<file path="src/rtl/phase_diff_avg_pkg.sv">
// phase_pkg: shared types and modular phase arithmetic for phase_diff_avg
package phase_pkg;
  localparam int PHASE_W = 16;
  typedef enum logic [1:0] {IDLE, COLLECT, EMIT} state_t;
  typedef logic signed [PHASE_W-1:0] phase_t;
  function automatic phase_t wrap_sub(phase_t a, phase_t b);
    return a - b;
  endfunction
endpackage

</file>
<file path="src/rtl/phase_diff_avg_if.sv">
// phase_diff_avg_if: peak-record sink stream, averaged-phase source stream and overrun flag
interface phase_diff_avg_if #(parameter int CHANNELS = 4) ();
  import phase_pkg::*;
  localparam int CW = $clog2(CHANNELS);
  logic sink_valid, sink_ready, sink_sop, sink_eop;
  logic [CW-1:0] sink_chan;
  logic signed [31:0] sink_freq, sink_mag;
  phase_t sink_phase;
  logic source_ready, source_valid, source_sop, source_eop, source_error;
  logic [CW-1:0] source_chan;
  logic signed [31:0] source_freq;
  phase_t source_phase;
  logic overrun;
  modport slave(
    input sink_valid, sink_sop, sink_eop, sink_chan, sink_freq, sink_mag, sink_phase, source_ready,
    output sink_ready, source_valid, source_sop, source_eop, source_chan, source_freq, source_phase,
    source_error, overrun
  );
  modport master(
    output sink_valid, sink_sop, sink_eop, sink_chan, sink_freq, sink_mag, sink_phase, source_ready,
    input sink_ready, source_valid, source_sop, source_eop, source_chan, source_freq, source_phase,
    source_error, overrun
  );
endinterface

</file>
<file path="src/rtl/phase_acc_bank.sv">
// phase_acc_bank: per-channel run-0 reference phase and wrap-safe deviation accumulator
module phase_acc_bank import phase_pkg::*; #(
  parameter int CHANNELS = 4,
  parameter int AW = 18
) (
  input  logic clk,
  input  logic we,
  input  logic run0,
  input  logic [$clog2(CHANNELS)-1:0] wch,
  input  logic [$clog2(CHANNELS)-1:0] rch,
  input  phase_t d,
  output phase_t rd_ref,
  output logic signed [AW-1:0] rd_acc
);
  phase_t ref_q [CHANNELS];
  logic signed [AW-1:0] acc_q [CHANNELS];
  always_ff @(posedge clk)
    if (we) begin
      ref_q[wch] <= run0 ? d : ref_q[wch];
      acc_q[wch] <= run0 ? '0 : acc_q[wch] + AW'(wrap_sub(d, ref_q[wch]));
    end
  assign rd_ref = ref_q[rch];
  assign rd_acc = acc_q[rch];
endmodule

</file>
<file path="src/rtl/phase_diff_avg.sv">
// phase_diff_avg: averages per-channel phase relative to channel 0 over 2^RUNS_LOG2 runs
module phase_diff_avg import phase_pkg::*; #(
  parameter int CHANNELS = 4,
  parameter int RUNS_LOG2 = 2,
  parameter int PHASE_WIDTH = PHASE_W,
  parameter int MAG_MIN = 0
) (
  input logic clk,
  input logic reset,
  phase_diff_avg_if.slave bus
);
  localparam int CW = $clog2(CHANNELS);
  localparam int AW = PHASE_WIDTH + RUNS_LOG2;
  localparam int HALF = (1 << RUNS_LOG2) >> 1;
  localparam logic [RUNS_LOG2:0] LAST_RUN = (RUNS_LOG2 + 1)'((1 << RUNS_LOG2) - 1);
  localparam logic [CW-1:0] LAST_CH = CW'(CHANNELS - 1);
  state_t state, next;
  logic [RUNS_LOG2:0] run;
  logic [CW-1:0] exp_ch, e_ch;
  phase_t ph0, d, rd_ref;
  logic signed [AW-1:0] rd_acc, rnd;
  logic signed [31:0] freq_ref;
  logic err, take, frame_ok, start, good, mag_low, load, done;
  assign bus.sink_ready = state != EMIT;
  assign take = bus.sink_valid && bus.sink_ready;
  assign frame_ok = bus.sink_chan == exp_ch && bus.sink_sop == (exp_ch == '0) && bus.sink_eop == (exp_ch == LAST_CH);
  // a misframed sop on ch 0 restarts a batch instead of just dropping it
  assign start = take && bus.sink_sop && bus.sink_chan == '0 && (state == IDLE || !frame_ok);
  assign good = take && state == COLLECT && frame_ok && !start;
  assign mag_low = bus.sink_mag < MAG_MIN;
  assign d = (start || exp_ch == '0) ? '0 : wrap_sub(bus.sink_phase, ph0);
  assign load = state == EMIT && (!bus.source_valid || (bus.source_ready && !bus.source_eop));
  assign done = state == EMIT && bus.source_valid && bus.source_ready && bus.source_eop;
  assign rnd = rd_acc + AW'(HALF);
  phase_acc_bank #(.CHANNELS(CHANNELS), .AW(AW)) bank (
    .clk(clk), .we(start || good), .run0(start || run == '0), .wch(bus.sink_chan), .rch(e_ch),
    .d(d), .rd_ref(rd_ref), .rd_acc(rd_acc)
  );
  always_comb begin
    next = state;
    if (start) next = COLLECT;
    else if (take && state == COLLECT && !frame_ok) next = IDLE;
    else if (good && bus.sink_eop && run == LAST_RUN) next = EMIT;
    else if (done) next = IDLE;
  end
  always_ff @(posedge clk) begin
    if (reset) begin
      state <= IDLE;
      run <= '0;
      exp_ch <= '0;
      e_ch <= '0;
      ph0 <= '0;
      freq_ref <= '0;
      err <= 1'b0;
      bus.overrun <= 1'b0;
      bus.source_valid <= 1'b0;
      bus.source_sop <= 1'b0;
      bus.source_eop <= 1'b0;
      bus.source_chan <= '0;
      bus.source_freq <= '0;
      bus.source_phase <= '0;
      bus.source_error <= 1'b0;
    end else begin
      state <= next;
      if (bus.sink_valid && !bus.sink_ready) bus.overrun <= 1'b1;
      if (start) begin
        run <= '0;
        exp_ch <= CW'(1);
        ph0 <= bus.sink_phase;
        freq_ref <= bus.sink_freq;
        err <= mag_low;
      end else if (good) begin
        if (exp_ch == '0) ph0 <= bus.sink_phase;
        err <= err || bus.sink_freq != freq_ref || mag_low;
        exp_ch <= bus.sink_eop ? '0 : exp_ch + 1'b1;
        if (bus.sink_eop) run <= run + 1'b1;
        e_ch <= CW'(1);
      end
      if (load) begin
        bus.source_valid <= 1'b1;
        bus.source_sop <= e_ch == CW'(1);
        bus.source_eop <= e_ch == LAST_CH;
        bus.source_chan <= e_ch;
        bus.source_freq <= freq_ref;
        bus.source_phase <= rd_ref + phase_t'(rnd >>> RUNS_LOG2);
        bus.source_error <= err;
        e_ch <= e_ch + 1'b1;
      end else if (done) bus.source_valid <= 1'b0;
    end
  end
endmodule

</file>
<file path="src/flat_wrapper.sv">
// flat-port wrapper written by rule: the top's interface ports become plain ports
module phase_diff_avg_flat import phase_pkg::*;
#(
  parameter int CHANNELS = 4,
  parameter int RUNS_LOG2 = 2,
  parameter int PHASE_WIDTH = PHASE_W,
  parameter int MAG_MIN = 0
)
  (clk, reset, bus_sink_valid, bus_sink_sop, bus_sink_eop, bus_sink_chan, bus_sink_freq, bus_sink_mag, bus_sink_phase, bus_source_ready, bus_sink_ready, bus_source_valid, bus_source_sop, bus_source_eop, bus_source_chan, bus_source_freq, bus_source_phase, bus_source_error, bus_overrun);
  phase_diff_avg_if #(.CHANNELS(CHANNELS)) bus_i ();
  input logic clk;
  input logic reset;
  input wire logic [$bits(bus_i.sink_valid)-1:0] bus_sink_valid;
  input wire logic [$bits(bus_i.sink_sop)-1:0] bus_sink_sop;
  input wire logic [$bits(bus_i.sink_eop)-1:0] bus_sink_eop;
  input wire logic [$bits(bus_i.sink_chan)-1:0] bus_sink_chan;
  input wire logic [$bits(bus_i.sink_freq)-1:0] bus_sink_freq;
  input wire logic [$bits(bus_i.sink_mag)-1:0] bus_sink_mag;
  input wire logic [$bits(bus_i.sink_phase)-1:0] bus_sink_phase;
  input wire logic [$bits(bus_i.source_ready)-1:0] bus_source_ready;
  output wire logic [$bits(bus_i.sink_ready)-1:0] bus_sink_ready;
  output wire logic [$bits(bus_i.source_valid)-1:0] bus_source_valid;
  output wire logic [$bits(bus_i.source_sop)-1:0] bus_source_sop;
  output wire logic [$bits(bus_i.source_eop)-1:0] bus_source_eop;
  output wire logic [$bits(bus_i.source_chan)-1:0] bus_source_chan;
  output wire logic [$bits(bus_i.source_freq)-1:0] bus_source_freq;
  output wire logic [$bits(bus_i.source_phase)-1:0] bus_source_phase;
  output wire logic [$bits(bus_i.source_error)-1:0] bus_source_error;
  output wire logic [$bits(bus_i.overrun)-1:0] bus_overrun;
  assign bus_i.sink_valid = bus_sink_valid;
  assign bus_i.sink_sop = bus_sink_sop;
  assign bus_i.sink_eop = bus_sink_eop;
  assign bus_i.sink_chan = bus_sink_chan;
  assign bus_i.sink_freq = bus_sink_freq;
  assign bus_i.sink_mag = bus_sink_mag;
  assign bus_i.sink_phase = bus_sink_phase;
  assign bus_i.source_ready = bus_source_ready;
  assign bus_sink_ready = bus_i.sink_ready;
  assign bus_source_valid = bus_i.source_valid;
  assign bus_source_sop = bus_i.source_sop;
  assign bus_source_eop = bus_i.source_eop;
  assign bus_source_chan = bus_i.source_chan;
  assign bus_source_freq = bus_i.source_freq;
  assign bus_source_phase = bus_i.source_phase;
  assign bus_source_error = bus_i.source_error;
  assign bus_overrun = bus_i.overrun;
  phase_diff_avg #(.CHANNELS(CHANNELS), .RUNS_LOG2(RUNS_LOG2), .PHASE_WIDTH(PHASE_WIDTH), .MAG_MIN(MAG_MIN)) u_core (.clk(clk), .reset(reset), .bus(bus_i));
endmodule
</file>
<file path="config.mk">
export PLATFORM = sky130hd
export DESIGN_NAME = phase_diff_avg_flat
export DESIGN_NICKNAME = d
export VERILOG_FILES = /design/src/rtl/phase_diff_avg_pkg.sv /design/src/rtl/phase_diff_avg_if.sv /design/src/rtl/phase_acc_bank.sv /design/src/rtl/phase_diff_avg.sv /design/src/flat_wrapper.sv
export SDC_FILE = /design/constraint.sdc
export NUM_CORES = 1
export LEC_CHECK = 0
export CAP_MARGIN = 20
export CORE_MARGIN = 2
export CORE_UTILIZATION = 54
export CTS_BUF_LIST = sky130_fd_sc_hd__clkbuf_4
export DETAILED_ROUTE_END_ITERATION = 10
export GPL_TIMING_DRIVEN = 0
export HOLD_SLACK_MARGIN = 0.1
export PLACE_DENSITY = 0.85
export SYNTH_ARGS = -nofsm -noshare
export SYNTH_HDL_FRONTEND = slang
export SYNTH_SLANG_ARGS = --single-unit
</file>
<file path="constraint.sdc">
create_clock -name clk -period 6.9 [get_ports clk]
set_input_delay 1.38 -clock clk [delete_from_list [all_inputs] [get_ports clk]]
set_output_delay 1.38 -clock clk [all_outputs]
set_load 0.005 [all_outputs]
</file>
# Word level (Yosys, flattened, before mapping)

Memories as Yosys holds them, arrays and structs flattened. A register that Yosys moved wholly into a read port is not among the register bits.
Index checks and enable logic that the tools add are counted.

Add/subtract/negate cells: 8
Order comparisons: 1
Equality and inequality tests: 12
Mux-type cells: 26
Reduce and logical (&&, ||, !) cells: 45

Operators by type and width:

| cell                                                | count |
|---|---|
| two-way mux 16 bit                                  | 5 |
| < comparator 32 x 1 -> 1 bit, second input constant | 1 |
| != test 32 bit                                      | 1 |
| subtractor 16 bit                                   | 2 |
| two-way mux 2 bit                                   | 10 |
| adder 18 bit                                        | 1 |
| adder 18 x 3 -> 18 bit, second input constant       | 1 |
| logical AND 1 bit                                   | 18 |
| two-way mux 18 bit                                  | 1 |
| adder 16 bit                                        | 1 |
| two-way mux 1 bit                                   | 10 |
| nonzero test 2 bit                                  | 5 |
| logical OR 1 bit                                    | 7 |
| equality test 2 bit, second input constant          | 3 |
| zero test 2 bit                                     | 3 |
| AND reduction 2 bit                                 | 3 |
| zero test 1 bit                                     | 5 |
| adder 2 x 1 -> 2 bit, second input constant         | 2 |
| equality test 2 x 1 -> 1 bit, second input constant | 2 |
| != test 2 bit, second input constant                | 2 |
| nonzero test 4 bit                                  | 1 |
| adder 3 x 1 -> 3 bit, second input constant         | 1 |
| equality test 3 x 2 -> 1 bit, second input constant | 1 |
| zero test 3 bit                                     | 1 |
| 4 further kinds                                     | 5 |

Register bits: 113
Memory bits (writable): 136
Bits of input ports: 88
Output and inout port bits: 56
Word-level logic and storage cells: 111
Memories kept: 2

Memories:

| name              | words | bits a word | read ports | clocked after memory_dff | write ports | line                 | text |
|---|---|---|---|---|---|---|---|
| u_core.bank.acc_q | 4     | 18          | 2          | 1                        | 1           | phase_acc_bank.sv:16 | `logic signed [AW-1:0] acc_q [CHANNELS];` |
| u_core.bank.ref_q | 4     | 16          | 2          | 1                        | 1           | phase_acc_bank.sv:15 | `phase_t ref_q [CHANNELS];` |

# Depth between registers and ports, before layout

Gate-level depths: netlist of the first run.

Word-level depth: 14
Gate-level depth with buffers: 29
Gate-level depth less buffers: 29

# Hierarchy

From an unflattened synthesis of the first run, not the netlist that was laid out.

Cell total of the unflattened synthesis: 1277
Area, all modules: 13809.5 sq um

Modules (own cells, without submodules):

| module         | instances | cells each | area each (sq um) | sequential area each (sq um) |
|---|---|---|---|---|
| phase_acc_bank | 1         | 478        | 7462.2            | 4083.9 |
| phase_diff_avg | 1         | 799        | 6347.3            | 2262.2 |

# Worst setup path before layout of the first run

No wires, ideal clock.

Path kind: input to register
Start: input port bus_sink_chan[0]
End: memory u_core.bank.acc_q[0][17] (data pin)
Library setup time: 0.151 ns
Data arrival time: 6.635 ns
Data required time: 6.749 ns
Setup slack: 0.114 ns
Cell stages on the path: 22
Cells stage by stage: buf_6 > buf_2 > clkbuf_1 > clkbuf_1 > mux4_2 > ha_1 > fa_1 > nor2b_1 > o211ai_1 > a221oi_2 > nand3_1 > nand4_1 > nand2_1 > a311o_1 > ha_1 > and3_1 > and3_1 > o211ai_1 > and4_1 > or3_1 > or4_1 > nand3_1

Cells in the longest elaborated chain, start to end: 11

RTL lines:

| what                           | line                    | text |
|---|---|---|
| start, declared                | flat_wrapper.sv:16      | `input wire logic [$bits(bus_i.sink_chan)-1:0] bus_sink_chan;` |
| equality test 2 bit            | phase_diff_avg.sv:26    | `assign frame_ok = bus.sink_chan == exp_ch && bus.sink_sop == (exp_ch == '0) && bus.sink_eop == (exp_ch == LAST ...` |
| logical AND 1 bit (2 in a row) | phase_diff_avg.sv:26    |  |
| zero test 1 bit                | phase_diff_avg.sv:28    | `assign start = take && bus.sink_sop && bus.sink_chan == '0 && (state == IDLE \|\| !frame_ok);` |
| logical OR 1 bit               | phase_diff_avg.sv:28    |  |
| logical AND 1 bit              | phase_diff_avg.sv:28    |  |
| logical OR 1 bit               | phase_diff_avg.sv:31    | `assign d = (start \|\| exp_ch == '0) ? '0 : wrap_sub(bus.sink_phase, ph0);` |
| two-way mux 16 bit             | phase_diff_avg.sv:31    |  |
| subtractor 16 bit              | phase_diff_avg_pkg.sv:7 | `return a - b;` |
| adder 18 bit                   | phase_acc_bank.sv:20    | `acc_q[wch] <= run0 ? '0 : acc_q[wch] + AW'(wrap_sub(d, ref_q[wch]));` |
| two-way mux 18 bit *           | phase_acc_bank.sv:20    |  |
| end, declared                  | phase_acc_bank.sv:16    |  |

Mark *: on every way between the ends. The rest lies on a longest branch, timed or not.

# Worst setup path after layout of the first run

Start: input port bus_sink_chan[1]
End: memory u_core.bank.acc_q[3][17] (data pin)

Same word-level chain as after synthesis.

==> results of run 1 <==
==> area by class of cell <==
class                           count  area [µm²]
Timing Repair Buffer              127        1289
Clock buffer                       91       683.2
Antenna cell                        1       2.502
Inverter                           66       247.7
Fill cell                        1843        8663
Buffer                             58       257.7
Multi-Input combinational cell    954        7173
Tap cell                          330       412.9
Sequential cell                   251        6386
Clock inverter                     19       138.9
==> power groups by stage <==
stage	sequential, µW	combinational (µW)	clock, µW
floorplan	1610	248	0
global placement	1610	348	0
detailed placement	1610	359	0
CTS	1580	367	1330
global route	1580	425	1410
finish	1580	393	1330
==> timing repair <==
item / in CTS / in global routing
resized for setup: 17 / 27
pin swaps: 1 / 14
endpoints found under the setup margin: 12 / 4
buffers inserted: 1 / 8
hold endpoints to repair: 0 / 0
==> worst max-delay path, stage by stage <==
cell,delay (ps)
dlygate4sd2_1,420
clkbuf_4,350
clkbuf_4,310
mux4_2,540
ha_1,230
fa_1,420
nor2b_1,140
o211ai_1,150
a221oi_2,390
a21o_1,170
a21oi_1,90
xnor2_2,250
ha_1,340
and2_1,180
a31oi_1,160
o21ai_0,240
o211ai_1,380
a21oi_1,170
or3_4,440
o211a_1,130
mux2i_1,170
nand3_2,140
==> kinds of logic (layout without fill, tap and decap cells) <==
family                   after synthesis  after routing
flip-flops                           251            251
XOR/XNOR                              97             97
other                                  0              1
buffers and inverters                125            361
AND/OR/NAND/NOR                      460            460
multiplexers                          70             70
adder cells (fa/ha/maj)               71             71
AO/OA/AOI/OAI                        256            256
==> cell usage after synthesis (28+ instances only) <==
master / n / area share, %
a21oi_1: 129 / 4.6
clkbuf_1: 43 / 1.2
dfxtp_1: 115 / 17
edfxtp_1: 136 / 29
ha_1: 67 / 6.0
inv_1: 66 / 1.8
mux4_2: 66 / 11
nand2_1: 234 / 6.3
nand3_1: 28 / 1.0
nor2_1: 63 / 1.7
nor3_1: 30 / 1.1
o21ai_0: 33 / 1.2
xnor2_1: 56 / 3.5
xor2_1: 41 / 2.6
==> sequential cells by signal (all words and copies together) (netlist names), named ones only <==
signal                   flops
u_core.e_ch                  2
u_core.bus.source_chan       2
u_core.run                   3
u_core.bus.source_phase     16
u_core.bus.source_freq      32
u_core.state                 2
u_core.bank.ref_q           64
u_core.bus.source_sop        1
u_core.bus.source_error      1
u_core.ph0                  16
u_core.exp_ch                2
u_core.bank.acc_q           72
u_core.bus.overrun           1
u_core.freq_ref             32
u_core.bus.source_valid      1
u_core.err                   1
u_core.bus.source_eop        1
==> worst max-delay path by stage <==
stage | start | end | slack (ps)
6_report | bus_sink_chan[1] | u_core.bank.acc_q[3][17]$_DFFE_PP_ | 130
4_1_cts | bus_sink_phase[0] | u_core.bank.acc_q[3][17]$_DFFE_PP_ | 9
3_5_place_dp | bus_sink_chan[1] | u_core.bank.acc_q[1][17]$_DFFE_PP_ | -1440
2_1_floorplan | bus_sink_chan[0] | u_core.bank.acc_q[0][17]$_DFFE_PP_ | 110
5_1_grt | bus_sink_chan[1] | u_core.bank.acc_q[3][17]$_DFFE_PP_ | -6
3_3_place_gp | bus_sink_chan[1] | u_core.bank.acc_q[0][13]$_DFFE_PP_ | -1880
==> stage by stage <==
stage               power, µW  cell area [µm²]
global route             3410            16590
CTS                      3277            16420
finish                   3294            16590
global placement         1956            15400
floorplan                1856            13890
detailed placement       1968            15540
==> per-layer routing <==
layer	track usage, %	vias to the layer above	share of wire, %
li1	-	5267	-
met1	32.61	5423	38
met2	45.85	642	48
met3	6.454	126	9.9
met4	13.87	0	4.1
met5	0	-	0
==> flow_summary.toml, run 1 <==
[route]
totalWireLength_um = 37010
avgViaCountPerCell = 6.040
wire_per_inst_um = 19.51
drtAntennaViolNets = 0
routed-via-count = 11458
drtIter0Drc = 1114
drtPass1Iterations = 6
drc = 0

[synth]
yosysWarnings = 0
ys_seq_area_share_pct = 45.98
syn_area_um2 = 13890
synth_area_per_cell_um2 = 10.44
synth_adder_area_share_pct = 6.612
synthSimpleGateAreaFrac_pct = 15.24
synth-seq-cells = 251
synth-edff-count = 136
syn_nets = 1489
synth_ff_type = "edfxtp_1"
synth_top_family_by_area = "simple AND/OR/NAND/NOR gates"
yosysUniqueCellTypes = 72
synthXorXnorAreaFrac_pct = 6.117
synth_compound_area_share_pct = 11.53
async_flop_share_pct = 0
netlist_instances = 1330
synth_mux_area_share_pct = 11.01

[power_and_ir_drop]
combPwrFrac_pct = 11.9
peakVddDrop_mv = 0.1293
power.switching_uw = 869.0
p_int_uw = 2425
sequentialPowerShare_pct = 47.8
pwr-share-clk_pct = 40.2
netSwitchingFraction_pct = 26.38
leakage_uw = 0.005943
pwr_density_cell_nw_per_um2 = 198.6

[floorplan]
start_util_pct = 55.00
die_y_um = 164.4
fp.dieArea_um2 = 27020
io_pins = 144
rows = 58
die_x_um = 164.4
fp.coreArea_um2 = 25250

[grt]
grt_antenna_before_repair = 2
grt_max_degree = 30
track_usage_pct = 27.18
grt_pass1_vias = 11342
grt_overflow = 0
grt_pass1_wl_um = 56560

[timing]
fin_crit_ps = 6770
hold_viol_final = 0
slew_violations = 0
finalCritPeriodShare_pct = 98.11
setup_ws_ps = 130.4
tns_ps = 0
clock_skew_ps = 75.07
whs_ps = 453.7
worstMarginPinSlew_ps = 983.1
slew_headroom_pct = 34.17
setup-violations-final = 0
fmax_mhz = 147.7

[setup_path]
worstSetupEndpointType = "flip-flop"
cp.required_ps = 7330
rr_worst_depth = 24
crit_arrival_ps = 7200
startpoint_type = "input pin"
r2r_slack_ps = 850
r2r_start = "u_core.exp_ch[0]$_SDFFE_PP0P_"
cp_max_fo = 10
worstSetupPathType = "input pin to flip-flop"
r2r-end = "u_core.bank.acc_q[3][17]$_DFFE_PP_"

[cts]
clkSinkCount = 251
cts_inserted_buffers = 66
cts_hold_buf = 0
insertion_delay_ps = 730
cts-root-buf = "clkbuf_4"
cts_buffer_depth = 3
cts_tree = "built"
cts.clk_slew.worst_paths_ps = 60
htree_levels = 3

[min_path]
min_path_type = "flip-flop to flip-flop"
hold_depth = 2
worstHoldStart = "u_core.bus.source_freq[12]$_SDFFE_PP0P_"
whs_endpoint = "u_core.bus.source_freq[12]$_SDFFE_PP0P_"

[final_layout]
layout.cells.non_filler = 1897
drive_gt1_share_pct = 15.26
layout_common_cells = "nand2_1 (233), edfxtp_1 (136), a21oi_1 (126), dfxtp_1 (115), clkdlybuf4s50_1 (108)"
utilization_pct = 65.70
nets = 1683
final_common_cell = "nand2_1"
area_growth_pct = 19.45

[placement]
dpl_worst_slack_ps = -1442
place_hpwl_um = 26740
port_buffers = 110
place_congestion = 0.8864
placedCellCount = 1778

[job]
drv_cap = 0

[run_status]
status = "finished, final reports clean"
(Power assumes the default switching activity.)
==> run 2: changes to the inputs <==
Settings changed: SKIP_LAST_GASP set to 1, SLEW_MARGIN set to 20.
==> flow_summary.toml, run 2 (same netlist as run 1, synthesis figures left out) <==
[cts]
cts-root-buf = "clkbuf_4"
cts_hold_buf = 0
cts_inserted_buffers = 68
insertion_delay_ps = 740
clkSinkCount = 251
htree_levels = 3
cts_buffer_depth = 3
cts_tree = "built"
cts.clk_slew.worst_paths_ps = 60

[placement]
place_congestion = 0.8864
placedCellCount = 1780
place_hpwl_um = 26900
port_buffers = 110

[final_layout]
final_common_cell = "nand2_1"
regMostFlops = "u_core.bank.acc_q"
reg_top3 = "u_core.bank.acc_q (72), u_core.bank.ref_q (64)"
nets = 1684
layout_common_cells = "nand2_1 (233), edfxtp_1 (136), a21oi_1 (126), dfxtp_1 (115), clkdlybuf4s50_1 (109)"
largest_reg_flops = 72
drive_gt1_share_pct = 15.25
nFillCells = 1815
area_growth_pct = 19.73
layout.cells.non_filler = 1905

[route]
drtIter0Drc = 1228
wire_per_inst_um = 19.62
drtPass1Iterations = 5
avgViaCountPerCell = 6.099
routed-via-count = 11619
totalWireLength_um = 37380
drc = 0
drtAntennaViolNets = 0

[grt]
grt_max_degree = 26
track_usage_pct = 27.60
grt_overflow = 0
grt_pass1_wl_um = 57460
grt_antenna_before_repair = 1
grt_pass1_vias = 11443

[power_and_ir_drop]
peakVddDrop_mv = 0.1317
power_uw = 3372
leakage_uw = 0.005968
pwr_density_cell_nw_per_um2 = 202.8

[setup_path]
cp.required_ps = 7360
critPathBufInv = 3
critPathMaxStageDelay_ps = 550
path_cells = "dlygate4sd2_1, clkbuf_4, clkbuf_4, mux4_2, ha_1, fa_1, nor2b_1, o211ai_1, a221oi_2, a21o_1, a21oi_1, xnor2_2, ha_1, and2_1, a31oi_1, o21ai_0, o211ai_1, a21oi_1, or3_4, o211a_1, mux2i_1, nand3_2"
cp_max_fo = 10
rr_worst_depth = 25
cpMaxStageDelayCell = "mux4_2"
r2r_start = "u_core.exp_ch[0]$_SDFFE_PP0P_"
crit_arrival_ps = 7250
cp_top_family = "compound AO/OA/AOI/OAI gates"
startpoint_type = "input pin"
r2r-end = "u_core.bank.acc_q[3][17]$_DFFE_PP_"
worstSetupEndpointType = "flip-flop"
worstSetupPathType = "input pin to flip-flop"
r2r_slack_ps = 770

[floorplan]
die_x_um = 164.4
die_y_um = 164.4
rows = 58
fp.dieArea_um2 = 27020
fp.coreArea_um2 = 25250
start_util_pct = 55.00
io_pins = 144

[timing]
fmax_mhz = 147.1
fin_crit_ps = 6799
slew_violations = 0
slew_headroom_pct = 37.32
tns_ps = 0
clock_skew_ps = 57.95
hold_viol_final = 0
finalCritPeriodShare_pct = 98.54
setup-violations-final = 0
worstMarginPinSlew_ps = 940.3

[min_path]
min_path_type = "flip-flop to flip-flop"
hold_depth = 2
whs_endpoint = "u_core.bus.source_phase[7]$_SDFFE_PP0P_"
worstHoldStart = "u_core.bus.source_phase[7]$_SDFFE_PP0P_"

[run_status]
status = "finished, final reports clean"

[job]
drv_cap = 0
-- run 2: cell count changes in the layout (fill, tap and decap cells not counted), moves of 2 or more --
cell      delta
clkbuf_4     +3
buf_4        +4
nor3_1       +2
clkinv_2     +2
nor3_2       -2
buf_8        -3
clkinv_1     +3
buf_6        -2
-- run 2: how the worst max path moves through the flow --
stage                            startpoint                            endpoint  slack [ps]  depth (start not counted)
after floorplan            bus_sink_chan[0]  u_core.bank.acc_q[0][17]$_DFFE_PP_         110                         22
after global placement     bus_sink_chan[1]  u_core.bank.acc_q[0][13]$_DFFE_PP_       -1880                          8
after detailed placement   bus_sink_chan[1]  u_core.bank.acc_q[1][17]$_DFFE_PP_       -1430                         22
after CTS                 bus_sink_phase[0]  u_core.bank.acc_q[3][17]$_DFFE_PP_          10                         28
after global routing      bus_sink_phase[0]  u_core.bank.acc_q[1][17]$_DFFE_PP_         -90                         29
final                      bus_sink_chan[1]  u_core.bank.acc_q[3][17]$_DFFE_PP_         100                         22
-- run 2: power by group --
group	internal [µW]	switching, µW	total (µW)
Sequential	1570	5.92	1580
Clock	749	655	1400
Combinational	169	224	393
-- run 2: cell type report --
| class | instances | area (µm²) | area share (%) |
|---|---|---|---|
| multi-input cells | 954 | 7166 | 43.09 |
| flip-flops and latches | 251 | 6386 | 38.40 |
| repair buffers | 126 | 1256 | 7.554 |
| clock buffers | 94 | 705.7 | 4.243 |
| well taps | 330 | 412.9 | 2.483 |
| plain buffers | 58 | 257.7 | 1.550 |
| inverters | 66 | 247.7 | 1.490 |
| clock inverters | 25 | 195.2 | 1.174 |
| diodes | 1 | 2.502 | 0.01505 |
-- run 2: what timing repair did --
item | 4_1_cts | 5_1_grt
setup buffers | 1 | 5
gates resized for setup | 19 | 21
endpoints found under the setup margin | 16 | 4
pin swaps | 2 | 8
-- run 2: worst reg2reg max path, cell delays in order, from the launching register on --
cell and delay [ps]:
dfxtp_1 410, inv_1 90, ha_1 280, inv_1 150
o41ai_4 110, buf_4 200, clkbuf_4 210, nor2_1 220
inv_1 120, fa_1 470, nor2b_1 170, o211ai_1 170
a221oi_2 400, a21o_1 180, a21oi_1 110, xnor2_2 240
ha_1 330, and2_1 180, a31oi_1 130, o21ai_0 240
o211ai_1 400, a21oi_1 170, or3_4 430, o211a_1 120
mux2i_1 190, nand3_2 130
-- run 2: per-layer routing --
| layer | vias up | share of wire, % | global-route usage [%] |
|---|---|---|---|
| met3 | 143 | 10 | 6.529 |
| met4 | 0 | 4.8 | 15.18 |
| met5 | - | 0 | 0 |
| met1 | 5517 | 37 | 33.03 |
| li1 | 5279 | - | - |
| met2 | 680 | 48 | 46.12 |
-- run 2: metrics by stage --
stage	setup WS (ps)	instance area, µm²	utilization [%]	hold slack (ps)
after global routing	-90.15	16630	65.85	476.8
after floorplan	114.2	13890	-	436.3
after detailed placement	-1430	15530	61.51	446.5
final	100.9	16630	65.85	452.5
after CTS	10.05	16500	65.34	453.6
after global placement	-1882	15400	60.99	440.5
==> variant 1, RTL diff (flow settings as in run 2) <==
Encoding of `state_t`: now one-hot (3 bits for 3 states).
--- a/src/rtl/phase_diff_avg_pkg.sv
+++ b/src/rtl/phase_diff_avg_pkg.sv
@@ -1,7 +1,7 @@
 // phase_pkg: shared types and modular phase arithmetic for phase_diff_avg
 package phase_pkg;
   localparam int PHASE_W = 16;
-  typedef enum logic [1:0] {IDLE, COLLECT, EMIT} state_t;
+  typedef enum logic [2:0] {IDLE = 3'b001, COLLECT = 3'b010, EMIT = 3'b100} state_t;
   typedef logic signed [PHASE_W-1:0] phase_t;
   function automatic phase_t wrap_sub(phase_t a, phase_t b);
     return a - b;
Formal check against the unedited RTL: no difference found for any inputs over 4 cycles, from zero or initial values and one cycle with reset high; so few cycles prove little.
==> variant 1 against run 2 <==
Routed wire length fell by 0.70%; critical path depth rose by 3; die area fell by 1.6%; power fell by 1.8%; global-route usage fell by 0.18 points; area after synthesis fell by 1.6%; register-to-register slack got worse by 70 ps; sequential cell count rose by 1; cell area fell by 1.1%; setup slack improved by 66 ps.
==> variant 1: results (changes against run 2) <==
* Layout cells sized above 1 at 15.13% (-0.12 points)
* Vias in the first global route at 11070 (-3.3%)
* Top cells by area, synth: edfxtp_1 30%, dfxtp_1 17%, mux4_2 11%, nand2_1 6.4%, ha_1 6.1%
* Part of the Yosys area used for sequential elements at 46.88% (+0.90 points)
* Largest net degree at the start of global routing at 20 (-23%)
* Count of cell types in the netlist at 62 (-14%)
* Slew margin rel. at 36.00% (-1.3 points)
* Crit path from: bus_sink_sop
* Number of port buffers at 112 (+1.8%)
* Peak supply drop at 158.8 uV (+21%)
* Status: finished, final reports clean
* Vias per cell at 5.966 (-2.2%)
* Pwr Density at 201.4 nW/um^2 (-0.68%)
* Hold wc startpoint: u_core.err
* Syn nets at 1458 (-2.1%)
* Drt initial violations at 1029 (-16%)
* Most frequent cells after synthesis: 234 x nand2_1, 136 x edfxtp_1, 135 x a21oi_1, 116 x dfxtp_1, 77 x xnor2_1
* Gpl congestion at 0.8987 (+1.4%)
* NumNets Final at 1663 (-1.2%)
* WL per Instance at 19.76 um (+0.68%)
* Post-DP HPWL at 27070 um (+0.64%)
* Leak at 0.005824 uW (-2.4%)
* Clk_skew at 59.42 ps (+1.469 ps)
* Layout filler cell count at 1831 (+0.88%)
* Cell Area, Placed at 15350 um^2 (-1.2%)
* Overall Global Routing Usage at 27.42% (-0.18 points)
* Clock latency on the worst-skew pair at 710 ps (-30 ps)
* First-pass GRT wire length at 56690 um (-1.3%)
* Root Buffer: clkbuf_4
* Critical Path AT at 7230 ps (-20 ps)
-- variant 1: worst max-delay path: stages --
cell	delay, ps
clkdlybuf4s50_1	540
nor4bb_4	360
nand2_2	150
o21ai_4	250
buf_12	160
nor2_2	50
ha_1	290
nor2b_1	130
o21ai_0	200
nand2b_1	150
a31oi_2	210
o31ai_2	150
o211ai_1	230
nand4b_1	240
buf_4	210
xor2_1	310
ha_1	330
o21ai_0	160
o31ai_1	220
o41ai_2	390
o21ai_0	170
a21oi_1	240
xnor2_1	120
or3_1	340
a21oi_2	220
-- variant 1: timing repair --
action                     4_1_cts  5_1_grt
setup buffers                    5        9
gates resized for setup         18       17
pin swaps                        6       14
setup endpoints to repair       20        4
gates cloned                     0        0
-- variant 1: area by class of cell --
cell class | instances | area share (%)
clock buffers | 96 | 4.381
flip-flops and latches | 252 | 38.94
clock inverters | 17 | 0.7606
plain buffers | 56 | 1.483
multi-input cells | 929 | 42.23
diodes | 2 | 0.03043
inverters | 60 | 1.369
repair buffers | 137 | 8.291
well taps | 330 | 2.510
-- variant 1: metal layers --
metal,share of wire [%],global-route usage (%),up-vias
met1,38,32.78,5378
li1,-,-,5150
met5,0,0,-
met4,5.0,14.96,0
met3,8.3,5.841,133
met2,49,46.42,550
-- variant 1: path summary, 6_finish.rpt --
path                                    to  slack [ps]  depth (start not counted)
setup / recovery  u_core.bank.acc_q[3][17]         170                         25
hold / removal     u_core.bus.source_error         450                          2
setup reg to reg  u_core.bank.acc_q[3][17]         700                         27
hold reg to reg    u_core.bus.source_error         450                          2
-- variant 1: report_power, final --
group          switching, uW  total (uW)  internal, uW  leakage [uW]
registers               7.98        1590          1580       0.00220
clock network            623        1340           713      0.000503
logic                    218         389           171       0.00312
total                    850        3310          2460       0.00582
-- variant 1: cells by family after synthesis --
group	share of synthesized area [%]
xor gates and xnor gates	6.537
buffers and inverters	3.278
AOI/OAI and AO/OA	11.55
adders and majority gates	6.720
DFF	46.88
and+or+nand+nor	14.08
muxes	10.96
-- variant 1: through the flow --
| stage | setup WS [ps] | total power (uW) | std cells |
|---|---|---|---|
| 3_5_place_dp | -1640 | 1979 | 1752 |
| 2_1_floorplan | 347.9 | 1863 | 1299 |
| 6_report | 166.9 | 3313 | 1879 |
| 3_3_place_gp | -1662 | 1967 | 1741 |
| 5_1_grt | -54.57 | 3431 | 1879 |
| 4_1_cts | 21.20 | 3307 | 1868 |
==> variant 2, RTL diff (config.mk and constraints of run 2) <==
Made on the original files. `RUNS_LOG2` is set to 2 in 2 places; all go to 1. Comments in the files are not updated.
--- a/src/rtl/phase_diff_avg.sv
+++ b/src/rtl/phase_diff_avg.sv
@@ -1,7 +1,7 @@
 // phase_diff_avg: averages per-channel phase relative to channel 0 over 2^RUNS_LOG2 runs
 module phase_diff_avg import phase_pkg::*; #(
   parameter int CHANNELS = 4,
-  parameter int RUNS_LOG2 = 2,
+  parameter int RUNS_LOG2 = 1,
   parameter int PHASE_WIDTH = PHASE_W,
   parameter int MAG_MIN = 0
 ) (
--- a/src/flat_wrapper.sv
+++ b/src/flat_wrapper.sv
@@ -2,7 +2,7 @@
 module phase_diff_avg_flat import phase_pkg::*;
 #(
   parameter int CHANNELS = 4,
-  parameter int RUNS_LOG2 = 2,
+  parameter int RUNS_LOG2 = 1,
   parameter int PHASE_WIDTH = PHASE_W,
   parameter int MAG_MIN = 0
 )
Behaviour: same outputs for any inputs over 4 cycles, from zero or initial values and one cycle with reset high; that may be too few to reach the edited logic, so the function may still have changed.
==> variant 2 against run 2 <==
Power shrank 8.4%; non-clock buffer count shrank 6; area after synthesis shrank 2.2%; largest power group unchanged; fmax increased by 2.8%; cell area shrank 3.9%; combinational power fell by 9.2%; sequential cell count decreased by 5; routed wire length shrank 4.9%; setup slack gained 180 ps; global-route usage is 0.78 points lower; die area fell by 2.2%; highest routed layer unchanged; core utilization is 1.8 points lower; critical endpoint is now u_core.bank.acc_q[1][16]; cell count is 2.2% lower; critical path type unchanged.
==> variant 2: results (changes against run 2) <==
* Status: finished, final reports clean
* Peak supply drop at 115.5 uV (-12%)
* Post-Place Cells at 1758 (-1.2%)
* Adder-Cell Fraction of Synth Area at 6.597% (-0.015 points)
* WL per Instance at 19.08 um (-2.8%)
* Drt initial violations at 1056 (-14%)
* Slew margin rel. at 30.65% (-6.7 points)
* Pwr Density at 193.3 nW/um^2 (-4.7%)
* Number of port buffers at 111 (+0.91%)
* EDFF count, synth at 132 (-2.9%)
* Cell Area, Placed at 15220 um^2 (-2.0%)
* Max FO, Critical Path at 4 (-6)
* Part of the Yosys area used for sequential elements at 46.00% (about the same)
* Leak at 0.005628 uW (-5.7%)
* Slowest cell on crit path: fa_1
* Overall Global Routing Usage at 26.82% (-0.78 points)
* Int Power at 2301 uW (-7.5%)
* Count of cell types in the netlist at 67 (-6.9%)
* Syn nets at 1464 (-1.7%)
* Top cells by area, synth: edfxtp_1 29%, dfxtp_1 17%, mux4_2 11%, nand2_1 6.8%, ha_1 6.1%
* Synth Area in XOR/XNOR at 6.643% (+0.53 points)
* First-pass GRT wire length at 55390 um (-3.6%)
* Clk_skew at 47.03 ps (-10.93 ps)
* Critical Path AT at 7010 ps (-240 ps)
* Vias per cell at 5.973 (-2.1%)
* Final non-filler cell total at 1863 (-2.2%)
==> variant 2: cell count changes after synthesis, sizes merged, moves of 6 or more <==
cell | run 2 | this run
a211oi | 4 | 10
a21o | 11 | 17
nand2 | 234 | 247
nor2 | 63 | 70
nor3 | 30 | 19
o21ai | 34 | 24
xnor2 | 56 | 75
xor2 | 41 | 28
==> variant 2: layer usage <==
metal,track usage [%],wire [um]
met1,32.67,13470
met5,0,0
met2,44.29,16890
met3,5.399,3144
met4,16.13,2037
==> variant 2: cell type report <==
class | count | area (um^2)
timing repair buffer | 121 | 1211
tap | 330 | 412.9
sequential | 246 | 6246
fill | 1870 | 8984
buffer | 57 | 244.0
clock buffer | 86 | 645.6
multi-input combinational | 941 | 6880
inverter | 61 | 229.0
antenna | 1 | 2.502
clock inverter | 20 | 108.9
==> variant 2: power by group through the flow <==
stage | clock network, uW | registers, uW | logic (uW)
floorplan | 0 | 1570 | 240
global placement | 0 | 1580 | 334
detailed placement | 0 | 1580 | 348
CTS | 1200 | 1540 | 352
global route | 1280 | 1540 | 388
finish | 1190 | 1540 | 357
==> variant 2: cells by family (layout without fill, tap and decap cells) <==
logic type                 count (synthesis)  after routing
AOI/OAI and AO/OA                        243            243
muxes                                     72             72
DFF                                      246            246
other                                      0              1
xor gates and xnor gates                 103            103
buffers and inverters                    120            345
and+or+nand+nor                          453            453
adders and majority gates                 70             70
==> variant 2: what timing repair did <==
action | 4_1_cts | 5_1_grt
setup buffers | 0 | 0
gates resized for setup | 1 | 5
endpoints found under the setup margin | 4 | 4
pin swaps | 0 | 0
==> variant 2: worst reg2reg max path, stage by stage, from the launching register on <==
cell and delay (ps):
dfxtp_1 310, buf_2 200, buf_2 390, clkbuf_1 750
buf_1 840, mux4_2 660, ha_1 360, a2111oi_0 610
o31ai_1 240, nor4_1 300, o31ai_1 190, a21o_1 210
a21oi_1 170, xnor2_1 230, nand2_1 140, a21oi_1 160
==> variant 2: final timing paths <==
| path | start | endpoint | cells after the start |
|---|---|---|---|
| worst max-delay path | bus_sink_phase[0] | u_core.bank.acc_q[1][16] | 24 |
| worst min-delay path | u_core.bus.source_freq[13] | u_core.bus.source_freq[13] | 2 |
| worst max register to register | flip-flop | u_core.bus.source_phase[15] | 15 |
| worst min register to register | u_core.bus.source_freq[13] | u_core.bus.source_freq[13] | 2 |
==> variant 2: metrics by stage <==
stage               hold WS (ps)  setup WS [ps]
CTS                        451.6          176.3
global route               471.1          19.92
finish                     451.6          285.3
floorplan                  436.3          993.2
detailed placement         444.2         -775.9
global placement           441.1          -1816
